**src/rtl/gpio_pkg.sv**
```systemverilog
// Shared types and width helpers for the gpio host-side handshake port.
package gpio_pkg;

  localparam int unsigned PORT_NUM_DEF = 8;
  localparam int unsigned CONF0_W      = 3 * PORT_NUM_DEF;
  localparam int unsigned CONF1_W      = 2 * PORT_NUM_DEF + 1;

  typedef enum logic [1:0] {
    IDLE,
    REQ,
    REL
  } hs_state_t;

  function automatic int unsigned conf0_w(input int unsigned port_num);
    return 3 * port_num;
  endfunction

  function automatic int unsigned conf1_w(input int unsigned port_num);
    return 2 * port_num + 1;
  endfunction

endpackage

```
**src/rtl/gpio_hs_master.sv**
```systemverilog
// 4-phase handshake initiator: accepts a word on valid/ready and drives req until acked.
module gpio_hs_master
  import gpio_pkg::*;
#(
  parameter int unsigned DW = 8
) (
  input  logic          clk_i,
  input  logic          rst_i,
  input  logic          valid_i,
  output logic          ready_o,
  input  logic [DW-1:0] data_i,
  output logic          req_o,
  output logic [DW-1:0] data_o,
  input  logic          ack_hi_i,
  input  logic          ack_lo_i
);

  hs_state_t     state_q;
  logic          ready_q;
  logic          req_q;
  logic [DW-1:0] data_q;

  // ready is registered, so it reads 0 for one cycle after reset releases
  always_ff @(posedge clk_i) begin
    if (rst_i) begin
      state_q <= IDLE;
      ready_q <= 1'b0;
      req_q   <= 1'b0;
      data_q  <= '0;
    end else begin
      unique case (state_q)
        IDLE: begin
          ready_q <= 1'b1;
          if (valid_i && ready_q) begin
            data_q  <= data_i;
            req_q   <= 1'b1;
            ready_q <= 1'b0;
            state_q <= REQ;
          end
        end
        REQ: begin
          if (ack_hi_i) begin
            req_q   <= 1'b0;
            state_q <= REL;
          end
        end
        REL: begin
          if (ack_lo_i) begin
            ready_q <= 1'b1;
            state_q <= IDLE;
          end
        end
        default: begin
          state_q <= IDLE;
          req_q   <= 1'b0;
          ready_q <= 1'b0;
        end
      endcase
    end
  end

  assign ready_o = ready_q;
  assign req_o   = req_q;
  assign data_o  = data_q;

endmodule

```
**src/rtl/gpio_hs_sync.sv**
```systemverilog
// Multi-stage flop synchronizer for incoming 4-phase req/ack levels.
module gpio_hs_sync #(
  parameter int unsigned W      = 1,
  parameter int unsigned STAGES = 2
) (
  input  logic         clk_i,
  input  logic         rst_i,
  input  logic [W-1:0] d_i,
  output logic [W-1:0] q_o
);

  logic [W-1:0] chain_q [STAGES];

  always_ff @(posedge clk_i) begin
    if (rst_i) begin
      for (int unsigned i = 0; i < STAGES; i++) begin
        chain_q[i] <= '0;
      end
    end else begin
      chain_q[0] <= d_i;
      for (int unsigned i = 1; i < STAGES; i++) begin
        chain_q[i] <= chain_q[i-1];
      end
    end
  end

  assign q_o = chain_q[STAGES-1];

endmodule

```
**src/rtl/gpio_host_port.sv**
```systemverilog
// Synchronous host-side counterpart of gpio_top's asynchronous 4-phase ports.
module gpio_host_port
  import gpio_pkg::*;
#(
  parameter int unsigned PORT_NUM   = PORT_NUM_DEF,
  parameter int unsigned SYNC_STAGE = 2
) (
  input  logic                  clock,
  input  logic                  reset,
  input  logic                  wr_valid,
  output logic                  wr_ready,
  input  logic [PORT_NUM-1:0]   wr_data,
  input  logic                  cfg_valid,
  output logic                  cfg_ready,
  input  logic [3*PORT_NUM-1:0] cfg_0,
  input  logic [2*PORT_NUM:0]   cfg_1,
  output logic                  rd_valid,
  input  logic                  rd_ready,
  output logic [PORT_NUM-1:0]   rd_data,
  output logic [PORT_NUM:0]     irq_pending,
  input  logic [PORT_NUM:0]     irq_clear,
  output logic                  async_din_req,
  input  logic                  async_din_ack,
  output logic [PORT_NUM-1:0]   async_din,
  input  logic                  async_dout_req,
  output logic                  async_dout_ack,
  input  logic [PORT_NUM-1:0]   async_dout,
  input  logic [PORT_NUM:0]     async_ir_req,
  output logic [PORT_NUM:0]     async_ir_ack,
  output logic                  async_conf_0_req,
  input  logic                  async_conf_0_ack,
  output logic [3*PORT_NUM-1:0] async_conf_0,
  output logic                  async_conf_1_req,
  input  logic                  async_conf_1_ack,
  output logic [2*PORT_NUM:0]   async_conf_1
);

  localparam int unsigned C0W = conf0_w(PORT_NUM);
  localparam int unsigned C1W = conf1_w(PORT_NUM);
  localparam int unsigned CW  = C0W + C1W;

  logic                din_ack_s;
  logic                conf0_ack_s;
  logic                conf1_ack_s;
  logic                dout_req_s;
  logic [PORT_NUM:0]   ir_req_s;

  logic                conf_req;
  logic [CW-1:0]       conf_data;

  logic                rd_valid_q;
  logic [PORT_NUM-1:0] rd_data_q;
  logic                dout_ack_q;

  logic [PORT_NUM:0]   ir_ack_q;
  logic [PORT_NUM:0]   ir_ack_d;
  logic [PORT_NUM:0]   irq_pend_q;
  logic [PORT_NUM:0]   irq_pend_d;
  logic [PORT_NUM:0]   ir_set;
  logic [PORT_NUM:0]   ir_rel;

  gpio_hs_sync #(.W(1), .STAGES(SYNC_STAGE)) u_sync_din_ack (
    .clk_i(clock), .rst_i(reset), .d_i(async_din_ack), .q_o(din_ack_s)
  );

  gpio_hs_sync #(.W(1), .STAGES(SYNC_STAGE)) u_sync_conf0_ack (
    .clk_i(clock), .rst_i(reset), .d_i(async_conf_0_ack), .q_o(conf0_ack_s)
  );

  gpio_hs_sync #(.W(1), .STAGES(SYNC_STAGE)) u_sync_conf1_ack (
    .clk_i(clock), .rst_i(reset), .d_i(async_conf_1_ack), .q_o(conf1_ack_s)
  );

  gpio_hs_sync #(.W(1), .STAGES(SYNC_STAGE)) u_sync_dout_req (
    .clk_i(clock), .rst_i(reset), .d_i(async_dout_req), .q_o(dout_req_s)
  );

  gpio_hs_sync #(.W(PORT_NUM + 1), .STAGES(SYNC_STAGE)) u_sync_ir_req (
    .clk_i(clock), .rst_i(reset), .d_i(async_ir_req), .q_o(ir_req_s)
  );

  gpio_hs_master #(.DW(PORT_NUM)) u_din_master (
    .clk_i    (clock),
    .rst_i    (reset),
    .valid_i  (wr_valid),
    .ready_o  (wr_ready),
    .data_i   (wr_data),
    .req_o    (async_din_req),
    .data_o   (async_din),
    .ack_hi_i (din_ack_s),
    .ack_lo_i (!din_ack_s)
  );

  // Both conf words travel as one transaction: release waits for both acks high, idle for both low
  gpio_hs_master #(.DW(CW)) u_conf_master (
    .clk_i    (clock),
    .rst_i    (reset),
    .valid_i  (cfg_valid),
    .ready_o  (cfg_ready),
    .data_i   ({cfg_0, cfg_1}),
    .req_o    (conf_req),
    .data_o   (conf_data),
    .ack_hi_i (conf0_ack_s && conf1_ack_s),
    .ack_lo_i (!conf0_ack_s && !conf1_ack_s)
  );

  assign async_conf_0_req = conf_req;
  assign async_conf_1_req = conf_req;
  assign async_conf_0     = conf_data[CW-1:C1W];
  assign async_conf_1     = conf_data[C1W-1:0];

  // Ack is withheld while the read buffer is full, which stalls the remote sender
  always_ff @(posedge clock) begin
    if (reset) begin
      rd_valid_q <= 1'b0;
      rd_data_q  <= '0;
      dout_ack_q <= 1'b0;
    end else begin
      if (dout_req_s && !dout_ack_q && !rd_valid_q) begin
        rd_data_q  <= async_dout;
        rd_valid_q <= 1'b1;
        dout_ack_q <= 1'b1;
      end else begin
        if (rd_valid_q && rd_ready) begin
          rd_valid_q <= 1'b0;
        end
        if (!dout_req_s && dout_ack_q) begin
          dout_ack_q <= 1'b0;
        end
      end
    end
  end

  assign rd_valid = rd_valid_q;
  assign rd_data  = rd_data_q;
  assign async_dout_ack = dout_ack_q;

  always_comb begin
    ir_set     = ir_req_s & ~ir_ack_q;
    ir_rel     = ~ir_req_s & ir_ack_q;
    ir_ack_d   = (ir_ack_q | ir_set) & ~ir_rel;
    irq_pend_d = (irq_pend_q & ~irq_clear) | ir_set;
  end

  always_ff @(posedge clock) begin
    if (reset) begin
      ir_ack_q   <= '0;
      irq_pend_q <= '0;
    end else begin
      ir_ack_q   <= ir_ack_d;
      irq_pend_q <= irq_pend_d;
    end
  end

  assign async_ir_ack = ir_ack_q;
  assign irq_pending  = irq_pend_q;

endmodule

```
**config.mk**
```make
export PLATFORM = sky130hd
export DESIGN_NAME = gpio_host_port
export DESIGN_NICKNAME = d
export VERILOG_FILES = /design/src/rtl/gpio_pkg.sv /design/src/rtl/gpio_hs_master.sv /design/src/rtl/gpio_hs_sync.sv /design/src/rtl/gpio_host_port.sv
export SDC_FILE = /design/constraint.sdc
export NUM_CORES = 1
export LEC_CHECK = 0
export CAP_MARGIN = 25
export CORE_MARGIN = 4
export CORE_UTILIZATION = 41
export CTS_BUF_LIST = sky130_fd_sc_hd__clkbuf_4 sky130_fd_sc_hd__clkbuf_8 sky130_fd_sc_hd__clkbuf_16
export CTS_CLUSTER_SIZE = 30
export DETAILED_ROUTE_END_ITERATION = 10
export PLACE_DENSITY = 0.79
export SYNTH_ARGS = -nofsm -noshare
export SYNTH_HDL_FRONTEND = slang
export SYNTH_SLANG_ARGS = --single-unit
```
**constraint.sdc**
```tcl
create_clock -name clock -period 1.49 [get_ports clock]
set_clock_uncertainty 0.15 [all_clocks]
set_input_delay 0.298 -clock clock [delete_from_list [all_inputs] [get_ports clock]]
set_output_delay 0.298 -clock clock [all_outputs]
set_load 0.02 [all_outputs]
```
==> results of run 1 <==
## kinds of logic after synthesis
kind of cell,share of synthesized area (%)
AO/OA/AOI/OAI,8.947
XOR/XNOR,0.2355
buffers and inverters,4.608
flip-flops,59.74
multiplexers,4.305
AND/OR/NAND/NOR,22.17
## placed cells by master, fill, tap and decap left out, types with 14 or more instances in the layout
cell                                n
sky130_fd_sc_hd__dfxtp_1          109
sky130_fd_sc_hd__nand2_1           83
sky130_fd_sc_hd__clkdlybuf4s50_1   82
sky130_fd_sc_hd__a21oi_1           54
sky130_fd_sc_hd__nor2b_1           38
sky130_fd_sc_hd__clkdlybuf4s15_2   34
sky130_fd_sc_hd__clkbuf_2          33
sky130_fd_sc_hd__nor2_1            23
sky130_fd_sc_hd__nand2b_1          18
sky130_fd_sc_hd__mux2i_1           16
sky130_fd_sc_hd__buf_2             14
## worst paths after layout
path	start	to	slack, ns
worst max-delay path	u_conf_master.data_o[22]$_SDFFE_PP0P_	async_conf_0[5]	0.05
worst min-delay path	reset	u_sync_dout_req.chain_q[0][1]$_SDFF_PP0_	0.15
worst max register to register	u_conf_master.ready_o$_SDFFE_PP0P_	u_conf_master.ready_o$_SDFFE_PP0P_	0.09
worst min register to register	u_sync_ir_req.chain_q[0][8]$_SDFF_PP0_	u_sync_ir_req.chain_q[0][17]$_SDFF_PP0_	0.30
## timing repair
item | 4_1_cts | 5_1_grt
setup endpoints to repair | 82 | 49
cloned | 0 | 1
gates resized for setup | 215 | 49
## metal layers
metal,wire [µm],up-vias
met5,0,-
met4,102,0
met3,800,6
met2,4683,95
met1,3576,1398
li1,-,1572
## flip-flops by register name, summed over array words and instances (netlist names), 8 cells and up
signal and count:
u_conf_master.data_o 41, u_sync_ir_req.chain_q 18, async_ir_ack 9, irq_pending 9, rd_data 8, u_din_master.data_o 8
## power by group through the flow
stage                     logic (mW)  registers, mW  clock network (mW)
after global placement         0.903           3.24                   0
after CTS                      0.880           3.18                2.03
after detailed placement       0.916           3.24                   0
after global routing           0.926           3.19                2.17
final                          0.855           3.18                1.96
after floorplan                0.298           3.36                   0
## stage by stage
stage | instances | hold slack, ns | cell area (µm²)
2_1_floorplan | 387 | 0.2638 | 3720
3_3_place_gp | 647 | 0.2674 | 5502
3_5_place_dp | 647 | 0.2733 | 5502
4_1_cts | 663 | 0.1257 | 5767
5_1_grt | 664 | 0.1423 | 5564
6_report | 664 | 0.1473 | 5564
## area by class of cell
class	instances	area, µm²	area share [%]
sequential	111	2225	39.98
timing repair buffer	178	1634	29.37
multi-input combinational	248	1335	23.99
tap	108	135.1	2.429
clock buffer	9	123.9	2.226
clock inverter	7	100.1	1.799
inverter	3	11.26	0.2024
==> tab_implementation.tex, run 1 <==
\begin{tabular}{lr}
\hline
Metric & Value \\
\hline
\multicolumn{2}{l}{\textbf{Timing}} \\
\quad Final number of max-transition violations & 0 \\
\quad Worst rel slew slack & 80.81\% \\
\quad RSZ-0062 raised after global routing & false \\
\quad Top achievable clock speed & 0.6956 GHz \\
\quad Worst Slack Setup Final & 0.05248 ns \\
\quad Total setup violations reported at the end of the flow & 0 \\
\quad Post-route minimum period & 1.438 ns \\
\quad Measured slew at the worst slew-check pin & 0.2879 ns \\
\quad Number of failing hold endpoints at the final stage & 0 \\
\quad Final TNS setup & 0 ns \\
\quad Tcrit/Tclk final & 96.48\% \\
\multicolumn{2}{l}{\textbf{Cells and area}} \\
\quad Fraction of the core area covered by cells at the end of the flow & 63.49\% \\
\quad Fill count & 787 \\
\quad Share of cells above drive strength 1 & 21.22\% \\
\quad Area added between synthesis and finish & 49.58\% \\
\quad Antenna fix cells & 0 \\
\quad Nets & 635 \\
\multicolumn{2}{l}{\textbf{Power}} \\
\quad Overall power after layout & 5.995 mW \\
\quad Worst vdd rail ir drop & 0.5024 mV \\
\quad Fraction of power consumed by the clock network & 32.8\% \\
\quad Switching portion of total power & 24.52\% \\
\quad Logic gate share of total power & 14.3\% \\
\quad Internal power & 4.525 mW \\
\quad Flop pwr share & 53.0\% \\
\quad Power per standard cell area & 1077 nW/µm² \\
\quad P\_sw & 1.470 mW \\
\quad LEAKAGE & 2.183 nW \\
\multicolumn{2}{l}{\textbf{Detailed routing}} \\
\quad \# DRC & 0 \\
\quad Total vias in the final route & 3071 \\
\quad Routed wire per std cell & 13.80 µm \\
\quad Detailed-route vias per instance & 4.625 \\
\quad Number of nets with antenna violations after detailed routing & 0 \\
\quad Initial detailed-routing violation count & 86 \\
\quad WL final & 9.162 mm \\
\quad DRT Pass-1 Iters & 4 \\
\multicolumn{2}{l}{\textbf{Global routing}} \\
\quad Global-route wire length before repair & 13.90 mm \\
\quad Met1 Use GR & 19.57\% \\
\quad Global-route total usage across every layer & 16.56\% \\
\quad Met2 usage in global routing & 28.52\% \\
\quad Initial antenna violation count & 0 \\
\quad Vias in the first global route & 2927 \\
\quad Most Used Layer, Global Route & met2 \\
\quad Met3 routing resource usage after global routing & 5.366\% \\
\quad Largest net degree at the start of global routing & 48 \\
\quad Global route overflow & 0 \\
\multicolumn{2}{l}{\textbf{Clocking}} \\
\quad CTS sink count & 111 \\
\quad Buffers inserted by post-CTS timing repair & 0 \\
\quad Number of buffers inserted during clock tree synthesis & 9 \\
\quad Longest Clk Path Bufs & 2 \\
\quad Clock transition time at the flip-flop clock pins of the worst setup and hold paths & 0.11 ns \\
\quad Maximum level of the CTS H-tree & 3 \\
\quad Source-to-sink clock delay at the later pin of the worst-skew pair & 0.36 ns \\
\quad Cell at the root of the clock tree & sky130\_fd\_sc\_hd\_\_clkbuf\_8 \\
\quad CTS tree & built \\
\quad CTS Hold Buffers Added & 0 \\
\multicolumn{2}{l}{\textbf{Yosys}} \\
\quad Area contributors post-synth & sky130\_fd\_sc\_hd\_\_dfxtp\_1 (60\%), sky130\_fd\_sc\_hd\_\_nand2\_1 (8.4\%), sky130\_fd\_sc\_hd\_\_a21oi\_1 (7.3\%) \\
\quad Synthesized Nets & 471 \\
\quad Post-synth top flop & sky130\_fd\_sc\_hd\_\_dfxtp\_1 \\
\quad Leading cell types by count after synthesis & sky130\_fd\_sc\_hd\_\_dfxtp\_1 (111), sky130\_fd\_sc\_hd\_\_nand2\_1 (83), sky130\_fd\_sc\_hd\_\_a21oi\_1 (54) \\
\quad Yosys reg bits & 111 \\
\quad Share of flip-flops with an asynchronous set or reset & 0\% \\
\quad Most frequent cell after synthesis & sky130\_fd\_sc\_hd\_\_dfxtp\_1 \\
\quad Top cell type's share of synthesized area & 59.74\% \\
\quad Sequential-to-total area share from yosys stat & 59.74\% \\
\quad Number of standard cells after synthesis & 387 \\
\quad Mapped Area & 3720 µm² \\
\quad Cell type with the highest aggregate area in the netlist & sky130\_fd\_sc\_hd\_\_dfxtp\_1 \\
\quad Average cell area after synthesis & 9.612 µm² \\
\quad Unique cell type count in the Yosys netlist & 27 \\
\quad Number of enable-type register cells in the synthesized netlist & 0 \\
\quad Warning count from the yosys run & 0 \\
\multicolumn{2}{l}{\textbf{Job}} \\
\quad \# Max-Cap Violations & 0 \\
\multicolumn{2}{l}{\textbf{Placement}} \\
\quad Setup slack at placement & -0.2349 ns \\
\quad Buffers on Ports & 165 \\
\quad Routability cong. & 0.7543 \\
\quad Final HPWL from detailed placement & 6.767 mm \\
\multicolumn{2}{l}{\textbf{Outcome}} \\
\quad Run status & finished, final reports clean \\
\multicolumn{2}{l}{\textbf{Floorplan}} \\
\quad Height of the die & 103.3 µm \\
\quad Core footprint & 8763 µm² \\
\quad Die width & 103.3 µm \\
\quad Top-Level Pins & 166 \\
\quad Starting density of the core & 42.45\% \\
\quad Std-Cell Rows & 34 \\
\quad Area of the die & 10660 µm² \\
\multicolumn{2}{l}{\textbf{Worst hold path}} \\
\quad Worst min-delay path class & input port to flop \\
\quad Worst hold path stage count & 2 \\
\multicolumn{2}{l}{\textbf{Setup path}} \\
\quad Slowest stage cell on the critical path & sky130\_fd\_sc\_hd\_\_dfxtp\_1 \\
\quad Length in cells of the worst reg-to-reg path & 4 \\
\quad Category of the worst setup path capture point & output pin \\
\quad Number of buffer and inverter stages on the critical path & 1 \\
\quad Slowest Stage Delay on Critical Path & 0.36 ns \\
\quad Crit path max fanout & 2 \\
\quad Cell-by-cell listing of the critical path & clkdlybuf4s15\_2 \\
\quad Crit path kind & flop to output pin \\
\quad Startpoint Class & flop \\
\quad Delay-heaviest family, CP & flip-flops \\
\quad CP arrival & 0.99 ns \\
\quad Levels on crit path & 1 \\
\quad Required arrival time at the worst endpoint & 1.04 ns \\
\hline
\end{tabular}
No activity file was read; power rests on OpenSTA's default activity.
==> run 2: changes to the inputs <==
CAP_MARGIN = 40   (was 25)
==> results of run 2 <==
The final DEF is identical to that of run 1; final timing and power are the same.
==> run 3: changes to the inputs <==
PLACE_DENSITY = 0.82   (was 0.79)
==> run 3 against run 2 <==
Against the previous run: utilization up 0.67 points; register-to-register slack worse by 0.02 ns; critical path depth unchanged; critical endpoint is now wr_ready; largest cell class unchanged; largest power group unchanged.
==> tab_implementation.tex, run 3 (synthesized netlist as in run 1, its figures left out) <==
\begin{tabular}{lr}
\hline
Metric & Value \\
\hline
\multicolumn{2}{l}{\textbf{Placement}} \\
\quad Buffers on Ports & 165 (unchanged) \\
\quad Final HPWL from detailed placement & 6.882 mm (+1.7\%) \\
\quad Setup slack at placement & -0.2681 ns (-0.03313 ns) \\
\quad Cell count after placement & 649 (+0.31\%) \\
\quad Routability cong. & 0.7675 (+1.7\%) \\
\quad Placed inst area & 5517 µm² (+0.27\%) \\
\multicolumn{2}{l}{\textbf{Worst hold path}} \\
\quad Capture endpoint of the worst hold path & rd\_data[2]\$\_SDFFE\_PP0P\_ \\
\quad Worst min-delay path class & input port to flop \\
\quad Hold path startpoint & reset \\
\quad Worst hold path stage count & 2 (unchanged) \\
\multicolumn{2}{l}{\textbf{Timing}} \\
\quad Worst rel slew slack & 80.72\% (-0.082 points) \\
\quad Post-route minimum period & 1.445 ns (+0.007633 ns) \\
\quad Measured slew at the worst slew-check pin & 0.2886 ns (+0.0006771 ns) \\
\quad Total setup violations reported at the end of the flow & 0 (unchanged) \\
\quad Tcrit/Tclk final & 96.99\% (+0.51 points) \\
\quad Number of failing hold endpoints at the final stage & 0 (unchanged) \\
\quad Top achievable clock speed & 0.6920 GHz (-0.53\%) \\
\quad Hold slack & 0.1481 ns (+0.0007880 ns) \\
\quad Final number of max-transition violations & 0 (unchanged) \\
\quad Worst Slack Setup Final & 0.04485 ns (-0.007633 ns) \\
\quad Final TNS setup & 0 ns (unchanged) \\
\multicolumn{2}{l}{\textbf{Power}} \\
\quad Power per standard cell area & 1084 nW/µm² (+0.57\%) \\
\quad Fraction of power consumed by the clock network & 33.6\% (+0.8 points) \\
\quad P\_sw & 1.502 mW (+2.1\%) \\
\quad LEAKAGE & 2.204 nW (+0.95\%) \\
\quad Switching portion of total power & 24.64\% (+0.12 points) \\
\quad Flop pwr share & 52.1\% (-0.9 points) \\
\quad Logic gate share of total power & 14.3\% (about the same) \\
\quad Worst vdd rail ir drop & 0.6498 mV (+29\%) \\
\quad Overall power after layout & 6.093 mW (+1.6\%) \\
\quad Internal power & 4.591 mW (+1.5\%) \\
\multicolumn{2}{l}{\textbf{Cells and area}} \\
\quad Nets & 638 (+0.47\%) \\
\quad Fraction of the core area covered by cells at the end of the flow & 64.16\% (+0.67 points) \\
\quad Antenna fix cells & 0 (unchanged) \\
\quad Max reg flops & 41 (unchanged) \\
\quad Leading cell type in the layout, fill and taps excluded & sky130\_fd\_sc\_hd\_\_dfxtp\_1 \\
\quad Final non-filler cell total & 667 (+0.45\%) \\
\quad Top library cells by usage in the layout, fill and taps aside & sky130\_fd\_sc\_hd\_\_dfxtp\_1 (111), sky130\_fd\_sc\_hd\_\_nand2\_1 (83), sky130\_fd\_sc\_hd\_\_clkdlybuf4s50\_1 (82) \\
\quad Area added between synthesis and finish & 51.16\% \\
\quad Design Area, Final & 5623 µm² (+1.1\%) \\
\quad Share of cells above drive strength 1 & 21.47\% (+0.24 points) \\
\multicolumn{2}{l}{\textbf{Clocking}} \\
\quad Cell at the root of the clock tree & sky130\_fd\_sc\_hd\_\_clkbuf\_8 \\
\quad Buffers inserted by post-CTS timing repair & 0 (unchanged) \\
\quad Clock transition time at the flip-flop clock pins of the worst setup and hold paths & 0.11 ns (about the same) \\
\quad Number of buffers inserted during clock tree synthesis & 9 (unchanged) \\
\quad Maximum level of the CTS H-tree & 3 (unchanged) \\
\quad Longest Clk Path Bufs & 2 (unchanged) \\
\quad CTS sink count & 111 (unchanged) \\
\quad CTS tree & built \\
\quad Source-to-sink clock delay at the later pin of the worst-skew pair & 0.35 ns (about the same) \\
\multicolumn{2}{l}{\textbf{Detailed routing}} \\
\quad \# DRC & 0 (unchanged) \\
\quad WL final & 9.338 mm (+1.9\%) \\
\quad Routed wire per std cell & 14.00 µm (+1.5\%) \\
\quad Detailed-route vias per instance & 4.625 (about the same) \\
\quad Initial detailed-routing violation count & 81 (-5.8\%) \\
\quad Number of nets with antenna violations after detailed routing & 0 (unchanged) \\
\quad DRT Pass-1 Iters & 4 (unchanged) \\
\quad Total vias in the final route & 3085 (+0.46\%) \\
\multicolumn{2}{l}{\textbf{Setup path}} \\
\quad Length in cells of the worst reg-to-reg path & 4 (unchanged) \\
\quad Cell-by-cell listing of the critical path & clkdlybuf4s15\_2 \\
\quad Launch instance of the worst register-to-register path & u\_din\_master.state\_q[0]\$\_SDFFE\_PP0P\_ \\
\quad Required arrival time at the worst endpoint & 1.04 ns (about the same) \\
\quad Crit path kind & flop to output pin \\
\quad CP arrival & 1.00 ns (about the same) \\
\quad Delay-heaviest family, CP & flip-flops \\
\quad Crit path max fanout & 3 (+1) \\
\quad Capturing point of the worst reg2reg path & u\_din\_master.ready\_o\$\_SDFFE\_PP0P\_ \\
\quad Setup slack on the worst flop-to-flop path & 0.07 ns (-0.02 ns) \\
\quad Startpoint Class & flop \\
\quad Category of the worst setup path capture point & output pin \\
\quad Slowest Stage Delay on Critical Path & 0.37 ns (about the same) \\
\quad Slowest stage cell on the critical path & sky130\_fd\_sc\_hd\_\_dfxtp\_1 \\
\quad Number of buffer and inverter stages on the critical path & 1 (unchanged) \\
\multicolumn{2}{l}{\textbf{Global routing}} \\
\quad Most Used Layer, Global Route & met2 \\
\quad Met2 usage in global routing & 29.95\% (+1.4 points) \\
\quad Met3 routing resource usage after global routing & 3.957\% (-1.4 points) \\
\quad Initial antenna violation count & 0 (unchanged) \\
\quad Global route overflow & 0 (unchanged) \\
\quad Met1 Use GR & 18.89\% (-0.68 points) \\
\quad Vias in the first global route & 3009 (+2.8\%) \\
\quad Largest net degree at the start of global routing & 42 (-13\%) \\
\quad Global-route wire length before repair & 13.86 mm (-0.29\%) \\
\quad Global-route total usage across every layer & 16.60\% (+0.040 points) \\
\multicolumn{2}{l}{\textbf{Job}} \\
\quad \# Max-Cap Violations & 0 (unchanged) \\
\multicolumn{2}{l}{\textbf{Floorplan}} \\
\quad Height of the die & 103.3 µm (unchanged) \\
\quad Starting density of the core & 42.45\% (unchanged) \\
\quad Area of the die & 10660 µm² (unchanged) \\
\quad Core footprint & 8763 µm² (unchanged) \\
\quad Top-Level Pins & 166 (unchanged) \\
\quad Die width & 103.3 µm (unchanged) \\
\quad Std-Cell Rows & 34 (unchanged) \\
\multicolumn{2}{l}{\textbf{Outcome}} \\
\quad Run status & finished, final reports clean \\
\hline
\end{tabular}
[run 3: worst max-delay path by stage]
stage | start | to | slack [ns] | cells past startpoint
floorplan | u_din_master.ready_o$_SDFFE_PP0P_ | u_din_master.data_o[0]$_SDFFE_PP0P_ | 0.12 | 4
global placement | cfg_valid | u_conf_master.data_o[2]$_SDFFE_PP0P_ | -0.20 | 5
detailed placement | cfg_valid | u_conf_master.data_o[5]$_SDFFE_PP0P_ | -0.27 | 5
CTS | u_conf_master.data_o[39]$_SDFFE_PP0P_ | async_conf_0[22] | 0.0005 | 1
global route | rd_data[7]$_SDFFE_PP0P_ | rd_data[7] | -0.003 | 1
finish | u_din_master.ready_o$_SDFFE_PP0P_ | wr_ready | 0.04 | 1
[run 3: layer usage]
layer | routed length, µm | vias to the layer above
met2 | 4863 | 96
met4 | 149 | 0
met3 | 657 | 11
met1 | 3667 | 1402
li1 | - | 1576
met5 | 0 | -
[run 3: final cells by class]
type | count | area (µm²)
Timing Repair Buffer | 181 | 1675
Tap cell | 108 | 135.1
Inverter | 3 | 11.26
Sequential cell | 111 | 2222
Clock inverter | 6 | 97.59
Clock buffer | 10 | 137.6
Fill cell | 748 | 3141
Multi-Input combinational cell | 248 | 1344
[run 3: power by group through the flow]
| stage | Clock (mW) | Sequential (mW) | Combinational [mW] |
|---|---|---|---|
| finish | 2.05 | 3.17 | 0.871 |
| detailed placement | 0 | 3.24 | 0.926 |
| floorplan | 0 | 3.36 | 0.298 |
| global placement | 0 | 3.23 | 0.907 |
| global route | 2.24 | 3.19 | 0.937 |
| CTS | 2.11 | 3.17 | 0.888 |
[run 3: repair_timing]
item | CTS | global route
setup endpoints to repair | 82 | 85
gates resized for setup | 211 | 47
cloned | 0 | 2
hold buffers | 0 | 0
